**src/rtl/mem_arbiter.sv**
```systemverilog
// mem_arbiter
// Arbitrates one word-wide RAM port between an instruction-fetch requester
// and a data read/write requester.
//
// On a grant, the block latches the request's address, store data and
// read/write type. The RAM port is driven only from those latched values.
// The block then waits for the RAM to report ACCESS and pulses the matching
// hit in that same cycle. A wait that reaches TIMEOUT cycles, or a RAM ERROR
// status, ends the transaction with a one-cycle err pulse instead of a hit.
//
// Data normally wins arbitration. The starve counter limits how long a
// pending instruction fetch can be held off by data grants.
//
// Parameters
//   TIMEOUT   wait cycles allowed per RAM transaction before err
//   STARVE    consecutive data grants allowed while iREN is pending
//
// Ports
//   CLK, RST           clock; asynchronous active-high reset
//   iREN, iaddr        instruction fetch request and address
//   dREN, dWEN         data read / write request (write wins if both high)
//   daddr, dstore      data address and write value
//   ihit, iload        fetch done pulse; fetched word (held until next ihit)
//   dhit, dload        data done pulse; read word (held until next read dhit)
//   err                transaction aborted (timeout or RAM ERROR)
//   ramREN, ramWEN     RAM enables (never both high)
//   ramaddr, ramstore  RAM address and write data
//   ramload, ramstate  RAM read data and status (FREE/BUSY/ACCESS/ERROR)
module mem_arbiter #(
    parameter int TIMEOUT = 15,
    parameter int STARVE  = 4
) (
    input  logic        CLK,
    input  logic        RST,
    input  logic        iREN,
    input  logic [31:0] iaddr,
    input  logic        dREN,
    input  logic        dWEN,
    input  logic [31:0] daddr,
    input  logic [31:0] dstore,
    output logic        ihit,
    output logic [31:0] iload,
    output logic        dhit,
    output logic [31:0] dload,
    output logic        err,
    output logic        ramREN,
    output logic        ramWEN,
    output logic [31:0] ramaddr,
    output logic [31:0] ramstore,
    input  logic [31:0] ramload,
    input  logic [1:0]  ramstate
);

    localparam int CW = ($clog2(TIMEOUT + 1) > 5) ? $clog2(TIMEOUT + 1) : 5;
    localparam int SW = ($clog2(STARVE + 1) > 1) ? $clog2(STARVE + 1) : 1;

    localparam logic [CW-1:0] TIMEOUT_C = CW'(TIMEOUT);
    localparam logic [SW-1:0] STARVE_C  = SW'(STARVE);

    localparam logic [1:0] RAM_ACCESS = 2'd2;
    localparam logic [1:0] RAM_ERROR  = 2'd3;

    typedef enum logic [1:0] {
        IDLE  = 2'd0,
        DATA  = 2'd1,
        INSTR = 2'd2,
        FAULT = 2'd3
    } state_t;

    state_t        state_reg,  state_next;
    logic [CW-1:0] wait_reg,   wait_next;
    logic [SW-1:0] starve_reg, starve_next;
    logic [31:0]   addr_reg,   addr_next;
    logic [31:0]   store_reg,  store_next;
    logic          wr_reg,     wr_next;
    logic [31:0]   iload_reg,  iload_next;
    logic [31:0]   dload_reg,  dload_next;

    logic          dreq;
    logic          starved;
    logic [CW-1:0] wait_inc;

    assign dreq     = dREN | dWEN;
    assign starved  = (starve_reg == STARVE_C);
    assign wait_inc = wait_reg + 1'b1;

    // All state is cleared asynchronously. The RAM enables and the hit/err
    // pulses are decoded from state_reg, so they drop while RST is high.
    always_ff @(posedge CLK or posedge RST) begin
        if (RST) begin
            state_reg  <= IDLE;
            wait_reg   <= '0;
            starve_reg <= '0;
            addr_reg   <= '0;
            store_reg  <= '0;
            wr_reg     <= 1'b0;
            iload_reg  <= '0;
            dload_reg  <= '0;
        end else begin
            state_reg  <= state_next;
            wait_reg   <= wait_next;
            starve_reg <= starve_next;
            addr_reg   <= addr_next;
            store_reg  <= store_next;
            wr_reg     <= wr_next;
            iload_reg  <= iload_next;
            dload_reg  <= dload_next;
        end
    end

    always_comb begin
        state_next  = state_reg;
        wait_next   = wait_reg;
        starve_next = starve_reg;
        addr_next   = addr_reg;
        store_next  = store_reg;
        wr_next     = wr_reg;
        iload_next  = iload_reg;
        dload_next  = dload_reg;
        ihit        = 1'b0;
        dhit        = 1'b0;
        err         = 1'b0;
        ramREN      = 1'b0;
        ramWEN      = 1'b0;

        case (state_reg)
            IDLE: begin
                // A pending fetch only beats data once it has been passed
                // over STARVE times in a row.
                if (dreq && !(iREN && starved)) begin
                    state_next = DATA;
                    addr_next  = daddr;
                    store_next = dstore;
                    wr_next    = dWEN;
                    wait_next  = '0;
                    // Only grants that make a pending fetch wait are counted.
                    // Since starved is false here, the counter saturates at STARVE.
                    if (iREN) begin
                        starve_next = starve_reg + 1'b1;
                    end
                end else if (iREN) begin
                    state_next  = INSTR;
                    addr_next   = iaddr;
                    store_next  = dstore;
                    wr_next     = 1'b0;
                    wait_next   = '0;
                    starve_next = '0;
                end
            end

            DATA: begin
                ramREN = ~wr_reg;
                ramWEN = wr_reg;
                // Withdrawal takes precedence: a requester that has dropped
                // its enable gets neither a hit nor an err.
                if (!dreq) begin
                    state_next = IDLE;
                end else if (ramstate == RAM_ACCESS) begin
                    dhit       = 1'b1;
                    state_next = IDLE;
                    if (!wr_reg) begin
                        dload_next = ramload;
                    end
                end else if (ramstate == RAM_ERROR) begin
                    state_next = FAULT;
                end else begin
                    wait_next = wait_inc;
                    if (wait_inc >= TIMEOUT_C) begin
                        state_next = FAULT;
                    end
                end
            end

            INSTR: begin
                ramREN = 1'b1;
                if (!iREN) begin
                    state_next = IDLE;
                end else if (ramstate == RAM_ACCESS) begin
                    ihit       = 1'b1;
                    iload_next = ramload;
                    state_next = IDLE;
                end else if (ramstate == RAM_ERROR) begin
                    state_next = FAULT;
                end else begin
                    wait_next = wait_inc;
                    if (wait_inc >= TIMEOUT_C) begin
                        state_next = FAULT;
                    end
                end
            end

            FAULT: begin
                err        = 1'b1;
                state_next = IDLE;
            end

            default: begin
                state_next = IDLE;
            end
        endcase
    end

    // The hit is combinational in the ACCESS cycle, but the capture register
    // loads only at the end of that cycle. Bypassing ramload during the hit
    // makes the word valid together with the pulse.
    assign iload    = ihit ? ramload : iload_reg;
    assign dload    = (dhit && !wr_reg) ? ramload : dload_reg;
    assign ramaddr  = addr_reg;
    assign ramstore = store_reg;

endmodule
```
**config.mk**
```make
export PLATFORM = sky130hd
export DESIGN_NAME = mem_arbiter
export DESIGN_NICKNAME = d
export VERILOG_FILES = /design/src/rtl/mem_arbiter.sv
export SDC_FILE = /design/constraint.sdc
export NUM_CORES = 1
export LEC_CHECK = 0
export BUFFER_PORTS_ARGS = -buffer_cell sky130_fd_sc_hd__buf_2
export CAP_MARGIN = 20
export CORE_ASPECT_RATIO = 0.6
export CORE_MARGIN = 1.5
export CORE_UTILIZATION = 51
export DETAILED_ROUTE_END_ITERATION = 8
export GPL_ROUTABILITY_DRIVEN = 0
export GPL_TIMING_DRIVEN = 0
export PLACE_DENSITY = 0.94
export RECOVER_POWER = 50
export SYNTH_ARGS = -nofsm -noshare
export SYNTH_HDL_FRONTEND = slang
export SYNTH_SLANG_ARGS = --single-unit
```
**constraint.sdc**
```tcl
create_clock -name CLK -period 11.8 [get_ports CLK]
set_input_delay 2.36 -clock CLK [delete_from_list [all_inputs] [get_ports CLK]]
set_output_delay 2.36 -clock CLK [all_outputs]
set_load 0.005 [all_outputs]
```
* Yosys cells after proc, flatten, opt, wreduce, memory -nomap -nowiden *
Cells that the tools add are included.

storage, ports and cells
  bits in read-only memories = 0
  bits in writable memories = 0
  output and inout bits = 133
  bits in latches = 0
  bits of input ports = 135
  memories kept = 0
  register bits = 139

operators by class
  bitwise operators = 2
  $lt $le $gt $ge = 1
  add/subtract/negate cells = 2
  div/mod/pow operators = 0
  eq/ne operators = 9
  multipliers = 0
  shifts and indexed selects = 0
  mux-type cells = 34
  reductions and logical operators = 13

operators by type and width
  operator               number
  $mux W32               6
  $mux W5                6
  $pmux W5 S3            1
  $mux W2                7
  $mux W1                9
  $mux W3                3
  $eq A2 B2 Y1 const B   4
  $pmux W2 S4            1
  $reduce_and A4 Y1      2
  $add A5 B1 Y5 const B  1
  $ge A5 B4 Y1 const B   1
  $ne A2 B2 Y1 const B   2
  $reduce_and A2 Y1      2
  $add A3 B1 Y3 const B  1
  $eq A3 B3 Y1 const B   1
  $logic_and A1 B1 Y1    3
  $ne A3 B3 Y1 const B   1
  $reduce_and A3 Y1      1
  $reduce_bool A3 Y1     1
  $eq A2 B1 Y1 const B   1
  $logic_not A1 Y1       2
  $logic_not A2 Y1       1
  $pmux W1 S2            1
  $reduce_bool A2 Y1     1
  2 further kinds        2

* Longest topological paths before layout *
  depth after elaboration = 7
  mapped depth = 8
  gate-level depth less buffers = 6

* Worst setup path before layout *
No wires, ideal clock.

  path type = input-to-output
  from = input ramstate[0]
  to = output dload[26]
  stages = 4
  path slack = 5.994 ns
  required time = 9.440 ns
  arrival time = 3.446 ns
  path through = nand2b_1 > nor3_4 > buf_6 > mux2_2

between the ends
  word-level cells in the longest chain between the ends = 6

ends and longest elaborated chain
  what                 line  RTL
  from (decl)          51    input logic [1:0] ramstate
  $eq A2 B2 Y1         158   end else if (ramstate == RAM_ACCESS) begin
  $mux W1              158
  $mux W1              156   if (!dreq) begin
  $mux W1              126   case (state_reg)
  $logic_and A1 B1 Y1  207   assign dload = (dhit && !wr_reg) ? ramload : dload_reg;
  $mux W32             207
  to (decl)            44    output logic [31:0] dload,

No other way between the ends.

==> run metrics <==
top cell type by total area after synthesis=dfrtp_1; Worst EP arrival=7.00 ns; sinks on the clock net=139; IO Port Bufs=266; maxcap violations=2; Hold Path Stages=2; unrepaired setup endpoints after global routing=false; DRC violations left=0; metal3 WL=909 um; Core Area=12,100 sq um; worst path cell trace=buf_2 -> clkinvlp_2 -> clkbuf_1; Worst-Margin Slew=4.06 ns; Crit path largest cell delay=2.93 ns; Slew HR=-171%; Min-Delay Path Class=flop to flop; critical path endpoint category=async pin; Slew Viols, Final=142; highest routed layer=met4; static leakage=0.00420 uW; Rows=31; worst skew pair latency=0.40 ns; outcome=finished, violations left; crit path time final=7.45 ns; Post-Layout Cell Count=939; Syn Inst Count=475; Cell Area, Placed=7950 sq um; average routed wire per standard cell=17.7 um; Die Span Y=89.6 um; DRT Wirelength=16,600 um; layout cell share with drive strength beyond 1=51.4%; Final Skew=0.00719 ns; Post-Syn Area=6380 sq um; worst-path fanout max=78; hold_buf cts=0; initial antenna violation count=0; CTS H-tree lvls=4; Reg2Reg Depth=8; slowest cell on the critical path=clkbuf_1; hold path endpoint=ramaddr[5]; I/O pin total=268; DP HPWL=12,600 um; vias=4,856; commonest non-fill, non-tap cell in the layout=buf_2; Setup CP Type=input port to async pin; DR vias/cell=5.17; Synth cell types=39; Hold Fails Final Rpt=0; sequential-to-total area share from yosys stat=54.5%; GRT Total Usage=24.9%; placed insts=907; post-CTS setup buffers=0; CTS buffer count=17; Clock Pin Slew Worst Setup and Hold Paths=0.06 ns; Max Fclk=134 MHz; Die Area=13,200 sq um; top cell type's share of synthesized area=54.5%; Startpoint Class=input port; Final Cycle Share=63.1%; Clock Tree Root=clkbuf_16; CP Data Required Time=11.36 ns; # resized after CTS=0; most frequent cells in the layout=buf_2, dfrtp_1, mux2_2; global-route wire length before repair=25,000 um; Synth Net Count=618; Mapped Avg Cell Area=13.4 sq um; post-route cell area=8460 sq um; number of global-route vias before repair=4,804; WL met2=8620 um; failing checks=capacitance limit, slew limit; Most used DFF post-synth=dfrtp_1; number of synthesized flops with an enable pin=0; total negative setup slack=0 ns; maximum clock path buffer count=2; Detail Route Antenna Nets=0; largest net degree at the start of global routing=79; Yosys warnings=0; Nets=904; CTS tree=built; Hold Crit Start=ramaddr[5]; worst flop-to-flop path startpoint=starve_reg[0]; Yosys reg bits=139; synthesis-to-finish area growth=32.7%; top cells by area, synth=dfrtp_1, mux2_2, mux2_4; pwr dens=272 nW/um^2; peak supply drop=0.000124 V; Die W=147 um; r2r setup slk=9.31 ns; DR iter-0 viols=154; fraction of registers with async set/reset=100%; Final Setup Violations=0; FF-to-FF End=ramaddr[21]; drt pass-1 iters=6; Starting Density=52.5%; n_diodes=0; DRT met1 WL=6860 um; grt ovf=0
-- synthesized netlist by cell type, types with 2 or more instances --
cell      number
a211oi_1       2
a21o_1         2
a21oi_1        5
buf_2         10
buf_4          5
buf_6          8
clkbuf_1       5
dfrtp_1      139
ha_1           8
inv_1         10
mux2_1         4
mux2_2        94
mux2_4        30
mux2i_1       33
nand2_1       40
nand2b_1       2
nand3_1        6
nand3b_1       2
nor2_1         5
nor3_1         3
o211ai_1       2
o21a_1         2
o21ai_0       39
o21ai_1        2
o21ai_2        2
or2_1          2
-- final cells by class --
class | instances | area, sq um
tap | 165 | 206
buffer | 28 | 181
clock buffer | 18 | 429
fill | 882 | 3680
sequential | 139 | 3480
clock inverter | 14 | 186
multi-input combinational | 298 | 2670
timing repair buffer | 267 | 1270
inverter | 10 | 38.8
-- cells by family after synthesis --
group | share of synthesized area, %
muxes | 29.5
DFF | 54.5
and+or+nand+nor | 4.53
AOI/OAI and AO/OA | 5.88
buffers and inverters | 3.67
adders and majority gates | 1.57
xor gates and xnor gates | 0.275
-- how the worst max path moves through the flow --
stage,startpoint,end,slack [ns],cells past startpoint
after global routing,RST,iload_reg[21],3.19,3
final,RST,iload_reg[12],4.35,3
after floorplan,RST,dload_reg[0],5.72,1
after global placement,RST,iload_reg[26],4.27,2
after CTS,ramstate[0],dload[31],5.51,6
after detailed placement,ramstate[0],dload[31],5.51,6
-- stage by stage --
| step | hold WS, ns | util, % | total power, uW | setup slack [ns] |
|---|---|---|---|---|
| 3_3_place_gp | 0.457 | 65.2 | 1710 | 4.27 |
| 6_report | 0.485 | 69.7 | 2300 | 4.35 |
| 5_1_grt | 0.506 | 69.7 | 2450 | 3.19 |
| 4_1_cts | 0.483 | 70.5 | 2340 | 5.51 |
| 2_1_floorplan | 0.473 | - | 1370 | 5.72 |
| 3_5_place_dp | 0.468 | 65.5 | 1770 | 5.51 |
-- critical path: cells and delay by family --
| kind | cells | cell delay, ns |
|---|---|---|
| buf+inv | 3 | 4.55 |
-- metal layers --
layer  track usage, %  vias to the layer above
li1                 -                     2243
met1             30.5                     2421
met2             44.3                      174
met3             6.52                       18
met4             7.91                        0
met5                0                        -
-- where the power goes --
part / total (uW) / leakage [uW] / switching [uW] / internal (uW)
logic: 920 / 0.00220 / 448 / 472
registers: 825 / 0.00171 / 118 / 707
clock network: 553 / 0.000288 / 214 / 338
total: 2300 / 0.00420 / 781 / 1520
Power figures use the tool's default switching activity.
